==> src/rtl/regfile_pkg.sv <==
// Shared constants and types for the 32-entry byte-writable register bank.
// The REGFILE_R0_ZERO_EN macro (consumed in regfile_wr32) hardwires register 0 to zero.
package regfile_pkg;

   localparam int DATA_W_DEF = 32;
   localparam int ADDR_W_DEF = 5;
   localparam int NREGS      = 2 ** ADDR_W_DEF;

   typedef enum logic {
      IDLE  = 1'b0,
      CLEAR = 1'b1
   } state_t;

endpackage

==> src/rtl/regfile_wr32_wr_dec.sv <==
// Write-address decoder: turns an accepted write into a one-hot per-register strobe.
module wr_dec #(
   parameter int ADDR_W = 5,
   parameter int NR     = 2 ** ADDR_W
) (
   input  logic [ADDR_W-1:0] wr_addr,
   input  logic              fire,
   output logic [NR-1:0]     wr_stb
);

   always_comb begin
      wr_stb = '0;
      if (fire) begin
         wr_stb[wr_addr] = 1'b1;
      end
   end

endmodule

==> src/rtl/regfile_wr32.sv <==
// Byte-enabled register bank with a one-register-per-cycle clear sweep.
// Define REGFILE_R0_ZERO_EN to make register 0 read as zero and discard writes to it.
module regfile_wr32
   import regfile_pkg::*;
#(
   parameter int DATA_W = DATA_W_DEF,
   parameter int ADDR_W = ADDR_W_DEF
) (
   input  logic                           clk,
   input  logic                           reset,
   input  logic                           wr_valid,
   output logic                           wr_ready,
   input  logic [ADDR_W-1:0]              wr_addr,
   input  logic [DATA_W-1:0]              wr_data,
   input  logic [DATA_W/8-1:0]            wr_be,
   input  logic                           clr_req,
   output logic                           busy,
   output logic                           clr_done,
   output logic [DATA_W*(2**ADDR_W)-1:0]  regs_out
);

   localparam int NR    = 2 ** ADDR_W;
   localparam int BYTES = DATA_W / 8;
   localparam logic [ADDR_W-1:0] LAST_IDX = ADDR_W'(NR - 1);

`ifdef REGFILE_R0_ZERO_EN
   localparam logic [NR-1:0] WR_MASK = {{(NR-1){1'b1}}, 1'b0};
`else
   localparam logic [NR-1:0] WR_MASK = {NR{1'b1}};
`endif

   state_t             state;
   state_t             next_state;
   logic [ADDR_W-1:0]  idx;
   logic               fire;
   logic [NR-1:0]      wr_stb;
   logic [NR-1:0]      wr_en;
   logic [DATA_W-1:0]  regs [NR];

   assign fire  = wr_valid & wr_ready;
   assign wr_en = wr_stb & WR_MASK;

   wr_dec #(
      .ADDR_W (ADDR_W),
      .NR     (NR)
   ) u_wr_dec (
      .wr_addr (wr_addr),
      .fire    (fire),
      .wr_stb  (wr_stb)
   );

   always_ff @(posedge clk) begin
      if (reset) begin
         state <= IDLE;
      end else begin
         state <= next_state;
      end
   end

   always_comb begin
      next_state = state;
      case (state)
         IDLE:    if (clr_req) next_state = CLEAR;
         CLEAR:   if (idx == LAST_IDX) next_state = IDLE;
         default: next_state = IDLE;
      endcase
   end

   always_comb begin
      wr_ready = (state == IDLE);
      busy     = (state == CLEAR);
      clr_done = (state == CLEAR) && (idx == LAST_IDX);
   end

   // Held at 0 while idle so every sweep starts from register 0.
   always_ff @(posedge clk) begin
      if (reset || state == IDLE) begin
         idx <= '0;
      end else begin
         idx <= idx + 1'b1;
      end
   end

   for (genvar k = 0; k < NR; k++) begin : g_reg
      always_ff @(posedge clk) begin
         if (reset) begin
            regs[k] <= '0;
         end else if (busy && idx == ADDR_W'(k)) begin
            regs[k] <= '0;
         end else if (wr_en[k]) begin
            for (int b = 0; b < BYTES; b++) begin
               if (wr_be[b]) begin
                  regs[k][b*8 +: 8] <= wr_data[b*8 +: 8];
               end
            end
         end
      end

      assign regs_out[k*DATA_W +: DATA_W] = regs[k];
   end

endmodule

==> config.mk <==
export PLATFORM = sky130hd
export DESIGN_NAME = regfile_wr32
export DESIGN_NICKNAME = d
export VERILOG_FILES = /design/src/rtl/regfile_pkg.sv /design/src/rtl/regfile_wr32_wr_dec.sv /design/src/rtl/regfile_wr32.sv
export SDC_FILE = /design/constraint.sdc
export NUM_CORES = 1
export LEC_CHECK = 0
export ABC_AREA = 1
export CAP_MARGIN = 20
export CORE_AREA = 4 4 416 418
export CTS_CLUSTER_SIZE = 30
export DETAILED_ROUTE_END_ITERATION = 7
export DIE_AREA = 0 0 420 422
export SYNTH_ARGS = -nofsm -noshare
export SYNTH_HDL_FRONTEND = slang
export SYNTH_SLANG_ARGS = --single-unit
==> constraint.sdc <==
create_clock -name clk -period 5 [get_ports clk]
set_clock_uncertainty 0.15 [all_clocks]
set_input_delay 0.75 -clock clk [delete_from_list [all_inputs] [get_ports clk]]
set_output_delay 0.75 -clock clk [all_outputs]
set_load 0.02 [all_outputs]
==> results of run 1 <==
[registers in the layout, indices dropped and copies added (netlist names)]
name and flops:
regs 1024, busy 1, idx 5
[Yosys cell counts]
library cell and n:
sky130_fd_sc_hd__clkbuf_1 102, sky130_fd_sc_hd__nor2_4 8, sky130_fd_sc_hd__a21oi_1 6, sky130_fd_sc_hd__inv_1 80
sky130_fd_sc_hd__buf_4 5, sky130_fd_sc_hd__nand3_1 61, sky130_fd_sc_hd__ha_1 6, sky130_fd_sc_hd__nor2_2 3
sky130_fd_sc_hd__dfxtp_1 6, sky130_fd_sc_hd__o21bai_2 2, sky130_fd_sc_hd__nand2_1 172, sky130_fd_sc_hd__nand4_2 1
sky130_fd_sc_hd__nor2_1 691, sky130_fd_sc_hd__o21ai_0 21, sky130_fd_sc_hd__nor3_1 405, sky130_fd_sc_hd__buf_2 45
sky130_fd_sc_hd__o21bai_1 3, sky130_fd_sc_hd__nand4_1 5, sky130_fd_sc_hd__nand2_2 12, sky130_fd_sc_hd__or2_2 1
sky130_fd_sc_hd__nand3_2 42, sky130_fd_sc_hd__buf_1 8, sky130_fd_sc_hd__clkinv_1 3, sky130_fd_sc_hd__o21ai_1 6
sky130_fd_sc_hd__edfxtp_1 1024, sky130_fd_sc_hd__inv_2 4
[layout make-up]
type	count	area, sq um
fillers	16700	114000
flip-flops and latches	1030	30900
repair buffers	1155	11400
multi-input cells	1445	6590
clock buffers	131	2870
well taps	2218	2780
clock inverters	72	617
inverters	87	337
diodes	2	5.00
[layer usage]
metal	track usage, %	vias up	part of all wire, %
li1	-	11900	-
met1	26.3	14800	36
met2	40.4	1735	51
met3	4.62	339	7.5
met4	9.73	2	4.9
met5	0	-	0.0062
[final timing paths]
check,start,endpoint,slack [ns],cells past startpoint
min,idx[0],idx[0],0.35,1
max,idx[0],clr_done,1.15,7
max reg2reg,busy,regs[1][469],1.56,4
min reg2reg,idx[0],idx[0],0.35,1
[critical path, delay by kind of cell, from the launching register on]
| family | cells | cell delay [ns] |
|---|---|---|
| adders and majority gates | 2 | 0.49 |
| and+or+nand+nor | 2 | 0.24 |
| DFF | 1 | 0.40 |
| buffers and inverters | 3 | 1.05 |
[power by group through the flow]
stage | sequential [mW] | combinational [mW] | clock (mW)
after CTS | 9.91 | 2.08 | 8.24
after global routing | 9.93 | 2.10 | 8.58
after global placement | 10.1 | 2.06 | 0
after detailed placement | 10.1 | 2.07 | 0
final | 9.91 | 2.04 | 8.12
after floorplan | 10.4 | 0.381 | 0
[logic make-up (layout without fill, tap and decap cells)]
| group | after synthesis | count (layout) | synth area share [%] |
|---|---|---|---|
| buffers and inverters | 247 | 1445 | 2.61 |
| and+or+nand+nor | 1401 | 1401 | 16.2 |
| AOI/OAI and AO/OA | 38 | 38 | 0.548 |
| DFF | 1030 | 1030 | 80.4 |
| other | 0 | 2 | 0 |
| adders and majority gates | 6 | 6 | 0.196 |
[metrics by stage]
stage	setup WS [ns]	utilization, %	total power [mW]
6_report	1.15	32.8	20.1
3_3_place_gp	0.573	30.7	12.1
5_1_grt	1.01	32.8	20.6
3_5_place_dp	0.751	30.7	12.2
2_1_floorplan	2.44	-	10.8
4_1_cts	1.02	32.8	20.2
==> metrics, run 1 <==
maximum clock insertion buffer count=3; type of origin of the critical path=register; transition time at the pin with the least slew margin=1.19 ns; slew margin rel.=20.4%; share of post-route cells with drive strength above 1=9.16%; ranking of synthesized cells by area=sky130_fd_sc_hd__edfxtp_1 (80%), sky130_fd_sc_hd__nor2_1 (6.8%), sky130_fd_sc_hd__nor3_1 (5.3%), sky130_fd_sc_hd__nand2_1 (1.7%), sky130_fd_sc_hd__nand3_2 (1.1%); buffer type at the clock tree root=sky130_fd_sc_hd__clkbuf_16; worst hold slack after final layout=0.345 ns; commonest cells after routing, fill and taps aside=sky130_fd_sc_hd__clkdlybuf4s50_1 (1067), sky130_fd_sc_hd__edfxtp_1 (1024), sky130_fd_sc_hd__nor2_1 (682), sky130_fd_sc_hd__nor3_1 (405), sky130_fd_sc_hd__nand2_1 (172); signal arrival time at the worst endpoint=2.95 ns; floorplan core area=169000 sq um; worst min path class=register to register; post-detailed-placement half-perimeter wirelength=156000 microns; via/cell ratio=4.69; worst-skew pair later-pin latency=0.77 ns; Clk network pwr share=40.4%; worst-case vdd ir drop=0.000292 V; weighted congestion at the end of routability-driven global placement=0.870; global-route wire length before repair=268000 microns; post-CTS setup repair buffer count=0; proportion of power drawn by flip-flops and latches=49.4%; total count of max-transition violations in the final report=0; initial core utilization=22.7%; share of Yosys cell area claimed by the top area cell type=80.1%; portion of the post-synthesis area used by sequential elements=80.4%; final count of hold timing violations=0; logic gate share of total power=10.2%; pin count of the biggest net entering global routing=34; Total Die Area=177000 sq um; average routed wire per standard cell=33.9 microns; unrepaired setup endpoints after global routing=no; Power Internal=14.8 mW; crit path max-delay cell type=sky130_fd_sc_hd__clkdlybuf4s50_1; P&R area growth vs syn=44.4%; TritonCTS sink count=1030; Die Wd=420 microns; time the final worst path needs with I/O delays and setup=3.85 ns; fin nets=3881; via count=28800; number of iterations in the first detailed-routing pass=5; total power per unit cell area=362 nW/um^2; residual DRC count=0; power dissipated by switching net loads=5.22 mW; Post-Place Cells=5933; placed inst area=51900 sq um; WP data required=4.10 ns; maximum fanout count along the critical path=6; number of violations reported at the end of detailed-routing iteration 0=3044; Post-Synthesis Cells=2722; share of the clock period used by the worst path=77.1%; global router's overall resource usage=22.7%; number of unique standard cell types used by synthesis=26; Max H-tree Level=3; remaining number of nets flagged by the antenna check after routing=0; largest incremental delay on the critical path=0.85 ns; max-cap viol count=0; clock tree from TritonCTS=yes; switching portion of total power=26.0%; Remaining Overflow, GRT=0; sort of element at the end of the critical path=primary output; clock buffers created by TritonCTS=111; number of flip-flops and latches in the synthesized netlist=1030; detailed-route wire length=208000 microns; Port Buffer Count=1071; Top-Level Pins=1072; vias in the first global route=27800; Non-Filler Cell Area, Final=55400 sq um; Leakage Power=19.7 nW; Synthesized Nets=2773; status=finished clean; count of synthesis-stage warnings from yosys=0; Std-Cell Rows=151; Clk pin slew, worst setup/hold paths=0.07 ns; TNS Setup=0 ns; peak clock frequency supported by timing=259 MHz; filler-free cell count of the finished design=6140; die outline height=422 microns; post-synthesis instance area=38400 sq um; cell taking the most area after synthesis=sky130_fd_sc_hd__edfxtp_1; Mapped Avg Cell Area=14.1 sq um; Gates resized, CTS repair=0; hold-fix buffer count after cts=0; cells traversed along the worst timing path=ha_1 -> inv_1 -> nor2_1 -> ha_1 -> nand2_1 -> inv_1 -> clkdlybuf4s50_1; type of the worst setup path=register to primary output; Setup violations, final=0; number of antenna violations at the first check in global routing=14; most common cell after layout, fill and taps aside=sky130_fd_sc_hd__clkdlybuf4s50_1
No activity file was read; power rests on OpenSTA's default activity.
==> run 2: changes to the inputs <==
CORE_AREA = 4 4 421 423   (was 4 4 416 418)
DIE_AREA = 0 0 425 427   (was 0 0 420 422)
clock period = 3.9 ns   (was 5 ns; I/O delays follow)
==> run 2 against run 1 <==
  * Non-clock buffer count increased by 78
  * Register-to-register slack got worse by 0.88 ns
  * Power increased by 29%
  * Global-route usage decreased by 0.95 points
  * Setup slack got worse by 0.85 ns
  * Hold slack improved by 0.022 ns
  * Via count increased by 1.4%
  * First-iteration DRC count decreased by 1.8%
  * Final cell count increased by 3.2%
  * Sequential power increased by 28%
  * Cell area increased by 1.6%
  * Critical path type unchanged
==> metrics, run 2 (synthesis gave the netlist of run 1 again) <==
via/cell ratio=4.61 (-1.7%); share of post-route cells with drive strength above 1=11.1% (+2.0 points); die outline height=427 microns (+1.2%); register ranked first by flip-flop count=regs; P&R area growth vs syn=46.8%; proportion of power drawn by flip-flops and latches=48.9% (-0.5 points); total count of max-transition violations in the final report=0 (unchanged); switching portion of total power=26.0% (-0.035 points); detailed-route wire length=206000 microns (-0.77%); floorplan core area=173000 sq um (+2.6%); residual DRC count=0 (unchanged); worst min path class=input pin to register; Filler cells=17200 (+3.0%); sort of element at the end of the critical path=primary output; worst hold slack after final layout=0.367 ns (+0.0217 ns); Largest register FFs=1024 (unchanged); type of the worst setup path=register to primary output; Total Die Area=181000 sq um (+2.4%); Top-Level Pins=1072 (unchanged); share of the clock period used by the worst path=92.4%; commonest cells after routing, fill and taps aside=sky130_fd_sc_hd__clkdlybuf4s50_1 (1067), sky130_fd_sc_hd__edfxtp_1 (1024), sky130_fd_sc_hd__nor2_1 (682), sky130_fd_sc_hd__nor3_1 (405), sky130_fd_sc_hd__nand2_1 (171); type of origin of the critical path=register; worst-case vdd ir drop=0.000364 V (+25%); total power per unit cell area=461 nW/um^2 (+27%); power dissipated by switching net loads=6.75 mW (+29%); average routed wire per standard cell=32.6 microns (-3.8%); via count=29200 (+1.4%); maximum clock insertion buffer count=3 (unchanged); Remaining Overflow, GRT=0 (unchanged); WP data required=3.16 ns (-0.94 ns); filler-free cell count of the finished design=6335 (+3.2%); global router's overall resource usage=21.8% (-0.95 points); clock tree from TritonCTS=yes; buffer type at the clock tree root=sky130_fd_sc_hd__clkbuf_16; Die Wd=425 microns (+1.2%); maximum fanout count along the critical path=6 (unchanged); number of iterations in the first detailed-routing pass=6 (+1); initial core utilization=22.1% (-0.57 points); TritonCTS sink count=1030 (unchanged); transition time at the pin with the least slew margin=1.11 ns (-0.0801 ns); Power Internal=19.2 mW (+30%); post-detailed-placement half-perimeter wirelength=154000 microns (-1.0%); clock buffers created by TritonCTS=111 (unchanged); remaining number of nets flagged by the antenna check after routing=0 (unchanged); unrepaired setup endpoints after global routing=no; global-route wire length before repair=264000 microns (-1.5%); Setup violations, final=0 (unchanged); Clk network pwr share=40.8% (+0.4 points); final count of hold timing violations=0 (unchanged); post-CTS setup repair buffer count=0 (unchanged); worst-skew pair later-pin latency=0.74 ns (-0.03 ns); Clk pin slew, worst setup/hold paths=0.06 ns (about the same); Post-Place Cells=6120 (+3.2%); max-cap viol count=0 (unchanged); vias in the first global route=28200 (+1.2%); pin count of the biggest net entering global routing=34 (unchanged); Max H-tree Level=3 (unchanged); signal arrival time at the worst endpoint=2.87 ns (-0.08 ns); Gates resized, CTS repair=0 (unchanged); fin nets=3959 (+2.0%); slew margin rel.=25.7% (+5.3 points); Port Buffer Count=1071 (unchanged); Std-Cell Rows=153 (+1.3%); time the final worst path needs with I/O delays and setup=3.60 ns; number of violations reported at the end of detailed-routing iteration 0=2990 (-1.8%); Leakage Power=20.2 nW (+2.3%); weighted congestion at the end of routability-driven global placement=0.885 (+1.8%); area of the multi-input gates=6600 sq um (about the same); status=finished clean; number of antenna violations at the first check in global routing=17 (+3); logic gate share of total power=10.2% (about the same); most common cell after layout, fill and taps aside=sky130_fd_sc_hd__clkdlybuf4s50_1; Reg area=30900 sq um (unchanged); hold-fix buffer count after cts=0 (unchanged); peak clock frequency supported by timing=277 MHz
[run 2: critical path, stage by stage, from the launching register on]
cell	delay, ns
sky130_fd_sc_hd__dfxtp_1	0.41
sky130_fd_sc_hd__ha_1	0.31
sky130_fd_sc_hd__inv_1	0.08
sky130_fd_sc_hd__nor2_1	0.18
sky130_fd_sc_hd__ha_1	0.17
sky130_fd_sc_hd__nand2_1	0.04
sky130_fd_sc_hd__inv_1	0.10
sky130_fd_sc_hd__clkdlybuf4s50_1	0.82
[run 2: path summary, 6_finish.rpt]
kind / startpoint / endpoint / slack (ns) / depth (start not counted)
max: idx[0] / clr_done / 0.30 / 7
max reg2reg: idx[0] / regs[0][455] / 0.68 / 6
min reg2reg: idx[0] / idx[0] / 0.38 / 1
min: wr_be[1] / regs[0][14] / 0.37 / 4
[run 2: layout make-up]
cell class	instances	area share (%)
sequential	1030	54.8
timing repair buffer	1233	21.4
multi-input combinational	1445	11.7
tap	2325	5.16
clock buffer	144	5.15
clock inverter	62	1.21
inverter	87	0.597
antenna	9	0.0400
[run 2: power by group through the flow]
stage               Clock (mW)  Combinational [mW]  Sequential (mW)
floorplan                    0               0.489             13.4
CTS                       10.7                2.71             12.7
global placement             0                2.68             12.9
global route              11.2                2.73             12.7
detailed placement           0                2.70             12.9
finish                    10.6                2.66             12.7
[run 2: metal layers]
layer / wire, microns / vias to the layer above / track usage, %
met5: 23 / - / 0
met4: 10200 / 4 / 9.84
met3: 18400 / 382 / 5.72
met2: 105000 / 1908 / 38.6
met1: 72500 / 14900 / 24.5
li1: - / 12100 / -
[run 2: through the flow]
step                TNS (ns)  instance area [sq um]  power [mW]  setup WS [ns]  util (%)
floorplan                  0                  38400        13.9           1.51         -
global placement       -5.65                  52700        15.6         -0.241      30.4
detailed placement     -6.08                  52700        15.6         -0.243      30.4
CTS                        0                  56300        26.1          0.142      32.5
global route               0                  56300        26.6         0.0935      32.5
finish                     0                  56300        26.0          0.295      32.5
==> run 3: changes to the inputs <==
CORE_AREA = 4 4 412 414   (was 4 4 421 423)
CTS_BUF_LIST = sky130_fd_sc_hd__clkbuf_4   (was not set)
DIE_AREA = 0 0 416 418   (was 0 0 425 427)
==> run 3 against run 2 <==
  * Flip-flop and latch count did not move
  * Utilization rose by 1.3 points
  * Via count rose by 3.1%
  * Global-route usage rose by 0.62 points
  * Critical endpoint unchanged
  * Highest routed layer unchanged
==> metrics, run 3 (synthesis gave the netlist of run 1 again) <==
status=finished clean; Std-Cell Rows=150 (-2.0%); Hold Path Cell Cnt=3 (-1); post-CTS setup repair buffer count=0 (unchanged); WP data required=3.16 ns (about the same); global-route wire length before repair=261000 microns (-1.0%); proportion of power drawn by flip-flops and latches=50.4% (+1.5 points); r2r worst-path depth=6 (unchanged); number of violations reported at the end of detailed-routing iteration 0=3109 (+4.0%); peak clock frequency supported by timing=275 MHz (-0.99%); share of post-route cells with drive strength above 1=16.2% (+5.0 points); Clk pin slew, worst setup/hold paths=0.07 ns (about the same); critical path depth=7 (unchanged); type of origin of the critical path=register; slew margin rel.=16.9% (-8.9 points); Top-Level Pins=1072 (unchanged); Total Die Area=174000 sq um (-4.2%); clock tree from TritonCTS=yes; TritonCTS sink count=1030 (unchanged); clock buffers created by TritonCTS=292 (+160%); Max H-tree Level=5 (+2); Power Internal=18.5 mW (-4.0%); Leakage Power=20.5 nW (+1.6%); Port Buffer Count=1071 (unchanged); type of the worst setup path=register to primary output; maximum fanout count along the critical path=6 (unchanged); fin nets=4127 (+4.2%); pin count of the biggest net entering global routing=54 (+59%); signal arrival time at the worst endpoint=2.91 ns (+0.04 ns); most common cell after layout, fill and taps aside=sky130_fd_sc_hd__clkdlybuf4s50_1; largest incremental delay on the critical path=0.40 ns (-0.42 ns); die outline height=418 microns (-2.1%); buffer type at the clock tree root=sky130_fd_sc_hd__clkbuf_4; crit path max-delay cell type=sky130_fd_sc_hd__dfxtp_1; initial core utilization=23.1% (+0.95 points); number of antenna violations at the first check in global routing=15 (-2); transition time at the pin with the least slew margin=1.25 ns (+0.132 ns); total power per unit cell area=449 nW/um^2 (-2.7%); worst-skew pair later-pin latency=1.29 ns (+0.55 ns); detailed-route wire length=202000 microns (-2.0%); via/cell ratio=4.64 (+0.64%); cells traversed along the worst timing path=ha_1 -> inv_1 -> nor2_1 -> ha_1 -> nand2_1 -> inv_1 -> clkdlybuf4s18_2; sum of buffers and inverters on the critical path=3 (unchanged); commonest cells after routing, fill and taps aside=sky130_fd_sc_hd__clkdlybuf4s50_1 (1065), sky130_fd_sc_hd__edfxtp_1 (1024), sky130_fd_sc_hd__nor2_1 (683), sky130_fd_sc_hd__clkbuf_4 (407), sky130_fd_sc_hd__nor3_1 (405); switching portion of total power=26.7% (+0.76 points); total count of max-transition violations in the final report=0 (unchanged); remaining number of nets flagged by the antenna check after routing=0 (unchanged); Setup WS post-layout=0.259 ns (-0.0360 ns); Die Wd=416 microns (-2.1%); number of iterations in the first detailed-routing pass=6 (unchanged); average routed wire per standard cell=31.2 microns (-4.3%); via count=30100 (+3.1%); global router's overall resource usage=22.4% (+0.62 points); cell family with most CP delay=buffers and inverters; Filler cells=16500 (-3.9%); Remaining Overflow, GRT=0 (unchanged); vias in the first global route=29500 (+4.7%); floorplan core area=166000 sq um (-4.1%); logic gate share of total power=10.5% (+0.3 points); worst-case vdd ir drop=0.000263 V (-28%); post-detailed-placement half-perimeter wirelength=151000 microns (-2.1%); Largest register FFs=1024 (unchanged); Clk network pwr share=39.1% (-1.7 points); maximum clock insertion buffer count=4 (+1); residual DRC count=0 (unchanged); DP Worst Slack=0.0285 ns (+0.272 ns); worst min path class=input pin to register; power dissipated by switching net loads=6.74 mW (-0.14%); share of the clock period used by the worst path=93.3% (+0.92 points); time the final worst path needs with I/O delays and setup=3.64 ns (+0.0360 ns); area of the multi-input gates=6590 sq um (-0.13%); register ranked first by flip-flop count=regs; TNS Setup=0 ns (unchanged); Setup violations, final=0 (unchanged); P&R area growth vs syn=46.3%; sort of element at the end of the critical path=primary output; max-cap viol count=0 (unchanged); Reg area=30900 sq um (unchanged); final count of hold timing violations=0 (unchanged); weighted congestion at the end of routability-driven global placement=0.870 (-1.7%)
-- run 3: routing by layer --
| metal | vias to the layer above | global-route usage [%] | wire length (microns) |
|---|---|---|---|
| met5 | - | 0 | 23 |
| met4 | 4 | 9.56 | 8460 |
| met3 | 414 | 6.01 | 17400 |
| met2 | 2023 | 39.5 | 104000 |
| met1 | 15100 | 25.5 | 72800 |
| li1 | 12600 | - | - |
-- run 3: layout make-up --
| cell class | instances | area share [%] |
|---|---|---|
| Sequential cell | 1030 | 55.0 |
| Timing Repair Buffer | 1220 | 21.5 |
| Multi-Input combinational cell | 1445 | 11.7 |
| Clock buffer | 407 | 5.44 |
| Tap cell | 2204 | 4.91 |
| Clock inverter | 80 | 0.793 |
| Inverter | 87 | 0.586 |
| Antenna cell | 14 | 0.0624 |
-- run 3: final timing paths --
path,start,endpoint,slack [ns]
worst min-delay path,wr_data[22],regs[0][214],0.15
worst max register to register,idx[0],regs[0][463],0.70
worst min register to register,idx[0],idx[0],0.34
worst max-delay path,idx[0],clr_done,0.26
-- run 3: power by group through the flow --
stage          clock (mW)  sequential [mW]  combinational, mW
5_1_grt              10.7             12.7               2.71
3_3_place_gp            0             12.9               2.66
2_1_floorplan           0             13.4              0.489
6_report             9.85             12.7               2.64
3_5_place_dp            0             12.9               2.67
4_1_cts              10.0             12.7               2.69
-- run 3: repair_timing --
action,in CTS,in global routing
endpoints found under the setup margin,2,0
hold endpoints to repair,495,0
resized for setup,5,0
hold buffers,12,0
-- run 3: worst min-delay path: stages --
cell and delay [ns]:
sky130_fd_sc_hd__clkdlybuf4s50_1 0.47, sky130_fd_sc_hd__inv_2 0.27, sky130_fd_sc_hd__nor2_1 0.19
-- run 3: stage by stage --
step           total power [mW]  std cells  cell area [sq um]  hold WS, ns  util (%)
2_1_floorplan              13.9       2722              38400        0.295         -
3_3_place_gp               15.6       5974              52500        0.320      31.6
3_5_place_dp               15.6       5974              52500        0.337      31.6
4_1_cts                    25.4       6473              56100      0.00419      33.8
5_1_grt                    26.1       6481              56100       0.0555      33.8
6_report                   25.2       6487              56200        0.152      33.8
